### src/rtl/score_award_queue.sv
// Turns brick hits into metered one-hot +1/+2/+3 award pulses for the ones-digit counter.
// Latency: 1 cycle on the empty-queue bypass; queued awards leave every 1+GAP_CYCLES cycles.
// Backpressure: none upstream; hits beyond DEPTH queued awards are dropped with an overflow pulse.
module score_award_queue #(
    parameter int DEPTH      = 4,
    parameter int GAP_CYCLES = 1
) (
    input  logic                   clk,
    input  logic                   reset,
    input  logic                   game_active,
    input  logic                   hit_valid,
    input  logic [2:0]             hit_row,
    output logic                   pOne,
    output logic                   pTwo,
    output logic                   pThree,
    output logic                   overflow,
    output logic [$clog2(DEPTH):0] pending
);
    localparam int AW = $clog2(DEPTH);
    localparam int CW = AW + 1;
    localparam logic [2:0] GAP_LOAD = (GAP_CYCLES > 0) ? 3'(GAP_CYCLES - 1) : 3'd0;

    typedef enum logic [1:0] {IDLE, EMIT, GAP} state_t;

    state_t        state_q, state_d;
    logic [2:0]    gap_q, gap_d;
    logic [1:0]    mem_q [DEPTH];
    logic [1:0]    mem_d [DEPTH];
    logic [AW-1:0] rd_ptr_q, rd_ptr_d;
    logic [AW-1:0] wr_ptr_q, wr_ptr_d;
    logic [CW-1:0] cnt_q, cnt_d;
    logic [2:0]    award_q, award_d;
    logic          ovf_q, ovf_d;

    logic [1:0] hit_pts;
    logic       ready;
    logic       do_pop;
    logic       do_push;
    logic       bypass;

    function automatic logic [2:0] decode(input logic [1:0] code);
        case (code)
            2'b01:   return 3'b001;
            2'b10:   return 3'b010;
            2'b11:   return 3'b100;
            default: return 3'b000;
        endcase
    endfunction

    assign hit_pts = (hit_row < 3'd2) ? 2'b11 : (hit_row < 3'd4) ? 2'b10 : 2'b01;

    // The final gap cycle and a zero-gap EMIT both act as IDLE, giving a 1+GAP_CYCLES pulse period.
    assign ready = (state_q == IDLE)
                || ((state_q == EMIT) && (GAP_CYCLES == 0))
                || ((state_q == GAP) && (gap_q == 3'd0));

    always_comb begin
        state_d  = state_q;
        gap_d    = gap_q;
        mem_d    = mem_q;
        rd_ptr_d = rd_ptr_q;
        wr_ptr_d = wr_ptr_q;
        cnt_d    = cnt_q;
        award_d  = 3'b000;
        ovf_d    = 1'b0;
        do_pop   = 1'b0;
        do_push  = 1'b0;
        bypass   = 1'b0;
        if (!game_active) begin
            state_d  = IDLE;
            gap_d    = 3'd0;
            rd_ptr_d = '0;
            wr_ptr_d = '0;
            cnt_d    = '0;
        end else begin
            if (ready) begin
                if (cnt_q != '0) begin
                    do_pop   = 1'b1;
                    award_d  = decode(mem_q[rd_ptr_q]);
                    rd_ptr_d = rd_ptr_q + AW'(1);
                    state_d  = EMIT;
                end else if (hit_valid) begin
                    bypass  = 1'b1;
                    award_d = decode(hit_pts);
                    state_d = EMIT;
                end else begin
                    state_d = IDLE;
                end
            end else if (state_q == EMIT) begin
                state_d = GAP;
                gap_d   = GAP_LOAD;
            end else begin
                gap_d = gap_q - 3'd1;
            end
            // A same-edge pop frees the slot, so a full queue still accepts the hit.
            if (hit_valid && !bypass) begin
                if (do_pop || (cnt_q != CW'(DEPTH))) begin
                    do_push         = 1'b1;
                    mem_d[wr_ptr_q] = hit_pts;
                    wr_ptr_d        = wr_ptr_q + AW'(1);
                end else begin
                    ovf_d = 1'b1;
                end
            end
            cnt_d = cnt_q + CW'(do_push) - CW'(do_pop);
        end
    end

    always_ff @(posedge clk or negedge reset) begin
        if (!reset) begin
            state_q  <= IDLE;
            gap_q    <= 3'd0;
            rd_ptr_q <= '0;
            wr_ptr_q <= '0;
            cnt_q    <= '0;
            award_q  <= 3'b000;
            ovf_q    <= 1'b0;
            for (int i = 0; i < DEPTH; i++) mem_q[i] <= 2'b00;
        end else begin
            state_q  <= state_d;
            gap_q    <= gap_d;
            rd_ptr_q <= rd_ptr_d;
            wr_ptr_q <= wr_ptr_d;
            cnt_q    <= cnt_d;
            award_q  <= award_d;
            ovf_q    <= ovf_d;
            mem_q    <= mem_d;
        end
    end

    assign pOne     = award_q[0];
    assign pTwo     = award_q[1];
    assign pThree   = award_q[2];
    assign overflow = ovf_q;
    assign pending  = cnt_q;

endmodule

### config.mk
export PLATFORM = sky130hd
export DESIGN_NAME = score_award_queue
export DESIGN_NICKNAME = d
export VERILOG_FILES = /design/src/rtl/score_award_queue.sv
export SDC_FILE = /design/constraint.sdc
export NUM_CORES = 1
export LEC_CHECK = 0
export CORE_MARGIN = 2
export CORE_UTILIZATION = 58
export DETAILED_ROUTE_END_ITERATION = 12
export PLACE_DENSITY = 0.82
export SLEW_MARGIN = 20
export SYNTH_ARGS = -nofsm -noshare
export SYNTH_HDL_FRONTEND = slang
export SYNTH_SLANG_ARGS = --single-unit
### constraint.sdc
create_clock -name clk -period 6.3 [get_ports clk]
set_input_delay 1.26 -clock clk [delete_from_list [all_inputs] [get_ports clk]]
set_output_delay 1.26 -clock clk [all_outputs]
set_load 0.01 [all_outputs]
# Yosys cells after proc, flatten, opt, wreduce, memory -nomap -nowiden
# Index checks and enable logic that the tools add are counted.
classes:
  add_sub_neg: 5
  order_cmp: 5
  eq_ne: 15
  mux: 42
  n_bitwise: 2
  reduce_logical: 12
op_table:
  columns: ["operator", "n"]
  rows:
  - ["2-bit 2-to-1 mux", 14]
  - ["3-bit 2-to-1 mux", 8]
  - ["3-bit case mux with 3 select lines", 2]
  - ["1-bit 2-to-1 mux", 15]
  - ["2-bit == test (second input constant)", 5]
  - ["8-bit bitwise mux", 1]
  - ["2-bit by 1-bit != test with 1-bit output (second input constant)", 4]
  - ["2-bit by 1-bit == test with 1-bit output (second input constant)", 3]
  - ["3-bit greater-or-equal comparator (second input constant)", 2]
  - ["2-bit NOT with 3-bit output", 2]
  - ["2-bit by 1-bit adder with 2-bit output (second input constant)", 2]
  - ["2-bit binary-select mux with 2-bit select", 1]
  - ["2-bit demux with 2-bit select", 1]
  - ["2-bit AND reduction", 2]
  - ["3-bit by 1-bit adder with 3-bit output", 1]
  - ["1-bit logical AND", 3]
  - ["3-bit zero test", 1]
  - ["3-bit by 1-bit < comparator with 1-bit output (second input constant)", 1]
  - ["3-bit by 2-bit < comparator with 1-bit output (second input constant)", 1]
  - ["3-bit < comparator (second input constant)", 1]
  - ["3-bit by 1-bit != test with 1-bit output (second input constant)", 1]
  - ["3-bit != test (second input constant)", 1]
  - ["3-bit AND reduction", 1]
  - ["3-bit nonzero test", 1]
  - ["other kinds (6)", 7]
word_totals:
  register_bits: 24
  word_cells: 92

# Logic depth before layout (Yosys ltp)
# Gate-level depths: netlist of the first run.
depth:
  depth_word: 12
  mapped_depth: 14
  mapped_depth_nobuf: 14

# Worst setup path after synthesis of the first run
# Ideal clock, no wire load.
synth_path:
  path_type: "input to register"
  startpoint: "in hit_valid"
  endpoint: "reg cnt_q[2] (netlist: pending[2])"
  arrival_ns: 2.673
  required_time_ns: 6.181
  slack_ns: 3.508
  path_stages: 9
  path_buffers: 0
  path_cell_list: "nand3_1 -> ha_1 -> inv_1 -> ha_1 -> inv_1 -> fa_1 -> xnor2_1 -> xnor2_1 -> and2_1"
synth_via:
  elab_chain_cells: 11
synth_lines:
  columns: ["element", "line", "source"]
  rows:
  - ["start, declared", "11", "input logic hit_valid,"]
  - ["1-bit 2-to-1 mux", "82", "end else if (hit_valid) begin"]
  - ["1-bit 2-to-1 mux", "77", "if (cnt_q != '0) begin"]
  - ["1-bit 2-to-1 mux", "76", "if (ready) begin"]
  - ["1-bit 2-to-1 mux", "69", "if (!game_active) begin"]
  - ["1-bit zero test", "96", "if (hit_valid && !bypass) begin"]
  - ["1-bit logical AND *", "96", null]
  - ["1-bit 2-to-1 mux *", "96", null]
  - ["1-bit 2-to-1 mux *", "69", null]
  - ["3-bit by 1-bit adder with 3-bit output *", "105", "cnt_d = cnt_q + CW'(do_push) - CW'(do_pop);"]
  - ["3-bit by 1-bit subtractor with 3-bit output *", "105", null]
  - ["3-bit 2-to-1 mux *", "69", null]
  - ["via cnt_d[2]", "31", "logic [CW-1:0] cnt_q, cnt_d;"]
  - ["end signal, assigned", "124", "cnt_q <= cnt_d;"]
  - ["end, declared", "31", null]
# Mark *: on every way through the listed nets, which the timed path passes. The rest lies on a longest branch. The select of a mux whose other input is x is not followed.
# A chain may end at the register's enable or synchronous reset.

# Final worst setup path of the first run
# Same ends and word-level chain as after synthesis.

==> summary.txt, run 1 <==
Slew @ Worst Pin - 0.6290 ns
Placement Cell Area - 1380 µm²
Period minus WS final - 3.076 ns
Max Root-Sink Buffers - 2
Worst setup path class - in -> reg
Clock root cell - clkbuf_4
DP HPWL - 1.649 mm
DRT antenna net count - 0
Relative slew slack - 57.75%
Vias in the first global route - 913
N_diodes - 0
Post-route insts no fill - 146
Final worst setup slack - 3.224 ns
Share of the synthesized area in the top cell type - 48.68%
Hold Violations, Final - 0
Status - complete, no violations
Top cells by area, synth - dfrtp_1, ha_1, mux2_1, mux4_2, and2_1
Nets@finish - 136
Drt first-iter violations - 18
Gp weighted congestion - 0.7335
Routed len/inst - 14.84 µm
CP arrival - 3.30 ns
Vias per cell - 5.692
Most numerous cell in the Yosys netlist - dfrtp_1
Post-synthesis register bit count - 24
Layout area overhead - 15.72%
Boundary Pins - 14
Post-place setup slack - 2.868 ns
Clock transition at path regs - 0.14 ns
Post-Layout Inst Area - 1428 µm²
Final setup violating endpoints - 0
Initial antenna violation count - 0
Layout cells sized above 1 - 10.08%
Skew final - 0.01197 ns
Cell family with most CP delay - adder cells
CP Cell Sequence - clkdlybuf4s50_1, nand3_1, ha_1, inv_1, ha_1, inv_1, fa_1, xnor2_1, xnor2_1, and2_1
Post-synthesis compound-gate area fraction - 6.085%
Max-cap viol count - 0
Largest family of logic cells by synthesized area - simple AND/OR/NAND/NOR gates
CTS resizes - 0
Core Area - 1982 µm²
First-pass GRT wire length - 4.126 mm
Post-Synth Simple-Gate Area - 16.43%
Hold Slack - 0.5087 ns
Post-synthesis xor/xnor area fraction - 2.840%
Startpoint Class - input port
Max H-tree Level - 1
CTS Hold Bufs - 0
Die W - 50.12 µm
Seq/Total Area, Yosys - 48.68%
WP data required - 6.52 ns
Die Area - 2512 µm²
Worst Hold Class - reg -> reg
Design Power - 0.5876 mW
Post-synth top flop - dfrtp_1
Die height - 50.12 µm
Total number of vias - 831
Commonest cells in the netlist - dfrtp_1, inv_1, ha_1, and2_1
Final Util - 72.03%
Syn_nets - 121
GRT Overall Usage - 21.72%
Adder-cell share of the synthesized area - 9.736%
DR DRC count - 0
WP buf/inv - 3
Crit. End Element - flop
Yosys top cell by area - dfrtp_1
Placed cell count - 142
Drt total wl - 2.166 mm
Crit-path max FO - 3
Largest net degree at the start of global routing - 25
Post-CTS setup buffer count - 0
Final Cycle Share - 48.82%
Max-slew violations - 0
Cell Area, Synth - 1234 µm²
Initial Util - 62.25%
Share of synthesized registers carrying an async set or reset - 100.0%
Setup TNS - 0 ns
FMAX - 0.3251 GHz
CTS sink cnt - 24
Peak VDD IR - 0.3082 mV
RSZ-0062 raised after global routing - no
CTS tree - built
Leak - 0.6498 nW
Slowest stage cell, crit path - clkdlybuf4s50_1
GRT overflow - 0
Syn_area_per_cell - 11.75 µm²
Library cells used by synthesis - 30
Post-synth EDFFs - 0
Post-synthesis mux area share - 12.58%
CTS buffer count - 3
Yosys Warn Count - 0
1st-pass router iterations - 4
Worst-Skew Late Latency - 0.33 ns
Pwr dens - 411.6 nW/µm²
Post-Syn Instances - 105
CP max stage delay - 0.51 ns
Number of placement rows - 16
IO Port Bufs - 12
[registers in the layout, indices dropped and copies added, names as in the netlist]
register	cells
pending	3
rd_ptr_q	2
gap_q	3
overflow	1
award_q	3
wr_ptr_q	2
state_q	2
mem_q	8
[kinds of logic (layout without fill, tap and decap cells)]
logic type | Yosys count | after routing
DFF | 24 | 24
AOI/OAI and AO/OA | 10 | 10
muxes | 12 | 12
adders and majority gates | 9 | 9
xor gates and xnor gates | 4 | 4
and+or+nand+nor | 34 | 34
buffers and inverters | 12 | 26
[layer usage]
layer  vias up  track usage, %  wire [µm]
met2        14           37.28       1137
li1        397               -          -
met1       417           27.81        942
met5         -               0          0
met4         0           6.481         24
met3         3           3.939         61
[final cells by class]
cell class	instances	area, µm²
clock buffer	3	22.52
clock inverter	1	30.03
fill	133	554.3
inverter	10	37.54
multi-input combinational	69	588.1
sequential	24	600.6
tap	27	33.78
timing repair buffer	12	115.1
[final timing paths]
path                                 from     endpoint  slack, ns  cells past startpoint
worst max-delay path            hit_valid   pending[2]       3.22                     10
worst min-delay path             mem_q[3]     mem_q[3]       0.51                      1
min in group asynchronous           reset  rd_ptr_q[1]       0.89                      1
worst max register to register   gap_q[0]   pending[2]       3.23                     14
worst min register to register   mem_q[3]     mem_q[3]       0.51                      1
max in group asynchronous           reset     gap_q[1]       5.04                      1
[report_power, final]
part	internal [mW]	switching, mW	leakage [nW]
Clock	0.0644	0.0476	0.0279
Combinational	0.124	0.105	0.307
Sequential	0.202	0.0455	0.315
Total	0.390	0.198	0.650
[layout by cell type (no fill, tap or decap), drive strengths merged, types with 3 or more instances in the layout]
cell | netlist | routed
clkbuf | 2 | 3
dfrtp | 24 | 24
nand4 | 4 | 4
nand2 | 6 | 6
nor3 | 3 | 3
nor2 | 4 | 4
inv | 10 | 10
clkdlybuf4s50 | 0 | 11
nand3 | 5 | 5
mux2 | 8 | 8
nor2b | 3 | 3
and2 | 7 | 7
ha | 8 | 8
Power figures use the tool's default switching activity.
==> run 2: changes to the inputs <==
Settings changed: CORE_UTILIZATION 58 to 49, PLACE_DENSITY 0.82 to 0.74.
Clock period 6.3 ns to 2.7 ns, I/O delays scaled along.
==> run 2 against run 1 <==
Against the previous run: global-route usage shrank 3.6 points; non-clock buffer count is 15 higher; sequential share of layout area decreased by 5.2 points; total power rose to 2.7 times the previous value; clock skew decreased by 0.0049 ns; first-iteration DRC count up 28%; core utilization shrank 5.1 points.
==> summary.txt, run 2 (synthesis gave the netlist of run 1 again) <==
Status - complete, no violations
Worst setup path class - reg -> reg
Period minus WS final - 2.625 ns
CP max stage delay - 0.42 ns (-0.09 ns)
FMAX - 0.3809 GHz
Slew @ Worst Pin - 0.5220 ns (-0.1070 ns)
Crit. End Element - flop
Final Cycle Share - 97.23%
Final worst setup slack - 0.07489 ns (-3.150 ns)
Most common cell after layout, fill and taps aside - dfrtp_1
DP HPWL - 1.722 mm (+4.4%)
Max H-tree Level - 1 (unchanged)
DR DRC count - 0 (unchanged)
Nets@finish - 151 (+11%)
Max-cap viol count - 0 (unchanged)
Slowest stage cell, crit path - dfrtp_1
Most frequent cells in the layout - dfrtp_1, buf_4, clkdlybuf4s50_1, and2_1
Die W - 54.18 µm (+8.1%)
Initial Util - 50.72% (-12 points)
Design Power - 1.571 mW (+170%)
Layout area overhead - 32.05%
Pwr dens - 964.1 nW/µm² (+130%)
Hold Violations, Final - 0 (unchanged)
Relative slew slack - 64.93% (+7.2 points)
Die Area - 2935 µm² (+17%)
Largest net degree at the start of global routing - 25 (unchanged)
Boundary Pins - 14 (unchanged)
Number of placement rows - 18 (+2)
Layout cells sized above 1 - 28.36% (+18 points)
Gp weighted congestion - 0.7839 (+6.9%)
Leak - 0.7331 nW (+13%)
Final setup violating endpoints - 0 (unchanged)
CTS buffer count - 3 (unchanged)
Die height - 54.18 µm (+8.1%)
Clock root cell - clkbuf_4
Skew final - 0.007105 ns (-0.004862 ns)
Initial antenna violation count - 0 (unchanged)
Vias per cell - 5.445 (-4.3%)
Total number of vias - 893 (+7.5%)
Core Area - 2432 µm² (+23%)
Crit-path max FO - 4 (+1)
Most flops, register - mem_q
N_diodes - 0 (unchanged)
Clock transition at path regs - 0.13 ns (about the same)
First-pass GRT wire length - 3.801 mm (-7.9%)
Drt first-iter violations - 23 (+5)
Most frequent CP cell - ha_4
Max reg flops - 8 (unchanged)
Peak VDD IR - 0.5728 mV (+86%)
GRT Overall Usage - 18.14% (-3.6 points)
Post-place setup slack - -0.02085 ns (-2.889 ns)
Vias in the first global route - 891 (-2.4%)
Hold Slack - 0.5067 ns (-0.001989 ns)
1st-pass router iterations - 4 (unchanged)
GRT overflow - 0 (unchanged)
Placed cell count - 156 (+9.9%)
Drt total wl - 2.485 mm (+15%)
Max-slew violations - 0 (unchanged)
CP Cell Sequence - inv_2, ha_4, ha_4, nor2b_4, or3b_4, nand3_4, ha_4, inv_2, ha_4, inv_2, fa_2, xnor2_2, xnor2_1, and2_1
CP arrival - 2.85 ns (-0.45 ns)
IO Port Bufs - 12 (unchanged)
Post-route insts no fill - 164 (+12%)
Max Root-Sink Buffers - 2 (unchanged)
Worst-Skew Late Latency - 0.31 ns (-0.02 ns)
DRT antenna net count - 0 (unchanged)
CTS sink cnt - 24 (unchanged)
Startpoint Class - flop
Worst Hold Class - reg -> reg
WP data required - 2.92 ns (-3.60 ns)
CTS tree - built
Routed len/inst - 15.15 µm (+2.1%)
-- run 2: cell count changes in the layout (fill, tap and decap cells not counted), sizes merged --
cell / delta
buf: +14
clkdlybuf4s50: +1
-- run 2: timing repair --
action | CTS | global route
gates resized for setup | 3 | 13
hold buffers | 0 | 0
setup endpoints to repair | 1 | 1
setup buffers | 0 | 4
pin swaps | 0 | 7
-- run 2: metal layers --
| layer | GRT usage (%) | vias to the layer above | routed length, µm |
|---|---|---|---|
| li1 | - | 424 | - |
| met1 | 22.44 | 448 | 1082 |
| met2 | 32.13 | 17 | 1302 |
| met3 | 2.778 | 4 | 71 |
| met4 | 5.833 | 0 | 29 |
| met5 | 0 | - | 0 |
-- run 2: power by group --
| group | switching [mW] | total (mW) | internal, mW |
|---|---|---|---|
| Combinational | 0.335 | 0.756 | 0.421 |
| Clock | 0.107 | 0.257 | 0.150 |
| Sequential | 0.0857 | 0.557 | 0.472 |
| Total | 0.528 | 1.57 | 1.04 |
-- run 2: layout make-up --
cell class | instances | area, µm²
repair buffers | 27 | 232.7
multi-input cells | 69 | 668.1
fillers | 172 | 803.3
clock buffers | 3 | 22.52
flip-flops and latches | 24 | 600.6
well taps | 30 | 37.54
inverters | 10 | 37.54
clock inverters | 1 | 30.03
-- run 2: per-stage QoR --
stage | utilization [%] | TNS, ns | area, µm²
floorplan | - | -0.02477 | 1236
global placement | 60.39 | 0 | 1469
detailed placement | 60.39 | -0.02085 | 1469
CTS | 62.96 | 0 | 1531
global route | 66.98 | -0.01453 | 1629
finish | 66.98 | 0 | 1629
-- run 2: worst max-delay path: cells and delay by family (launching register included) --
| family | cells | cell delay [ns] |
|---|---|---|
| adders and majority gates | 5 | 0.99 |
| and+or+nand+nor | 4 | 0.68 |
| DFF | 1 | 0.42 |
| xor gates and xnor gates | 2 | 0.26 |
| buffers and inverters | 3 | 0.18 |
-- run 2: final timing paths --
path	from	end	slack, ns	cells past startpoint
min	mem_q[7]	mem_q[7]	0.51	1
max	gap_q[0]	pending[2]	0.07	14
min reg2reg	mem_q[7]	mem_q[7]	0.51	1
max reg2reg	gap_q[0]	pending[2]	0.07	14
max in group asynchronous	reset	mem_q[1]	1.90	2
min in group asynchronous	reset	pending[0]	0.56	2
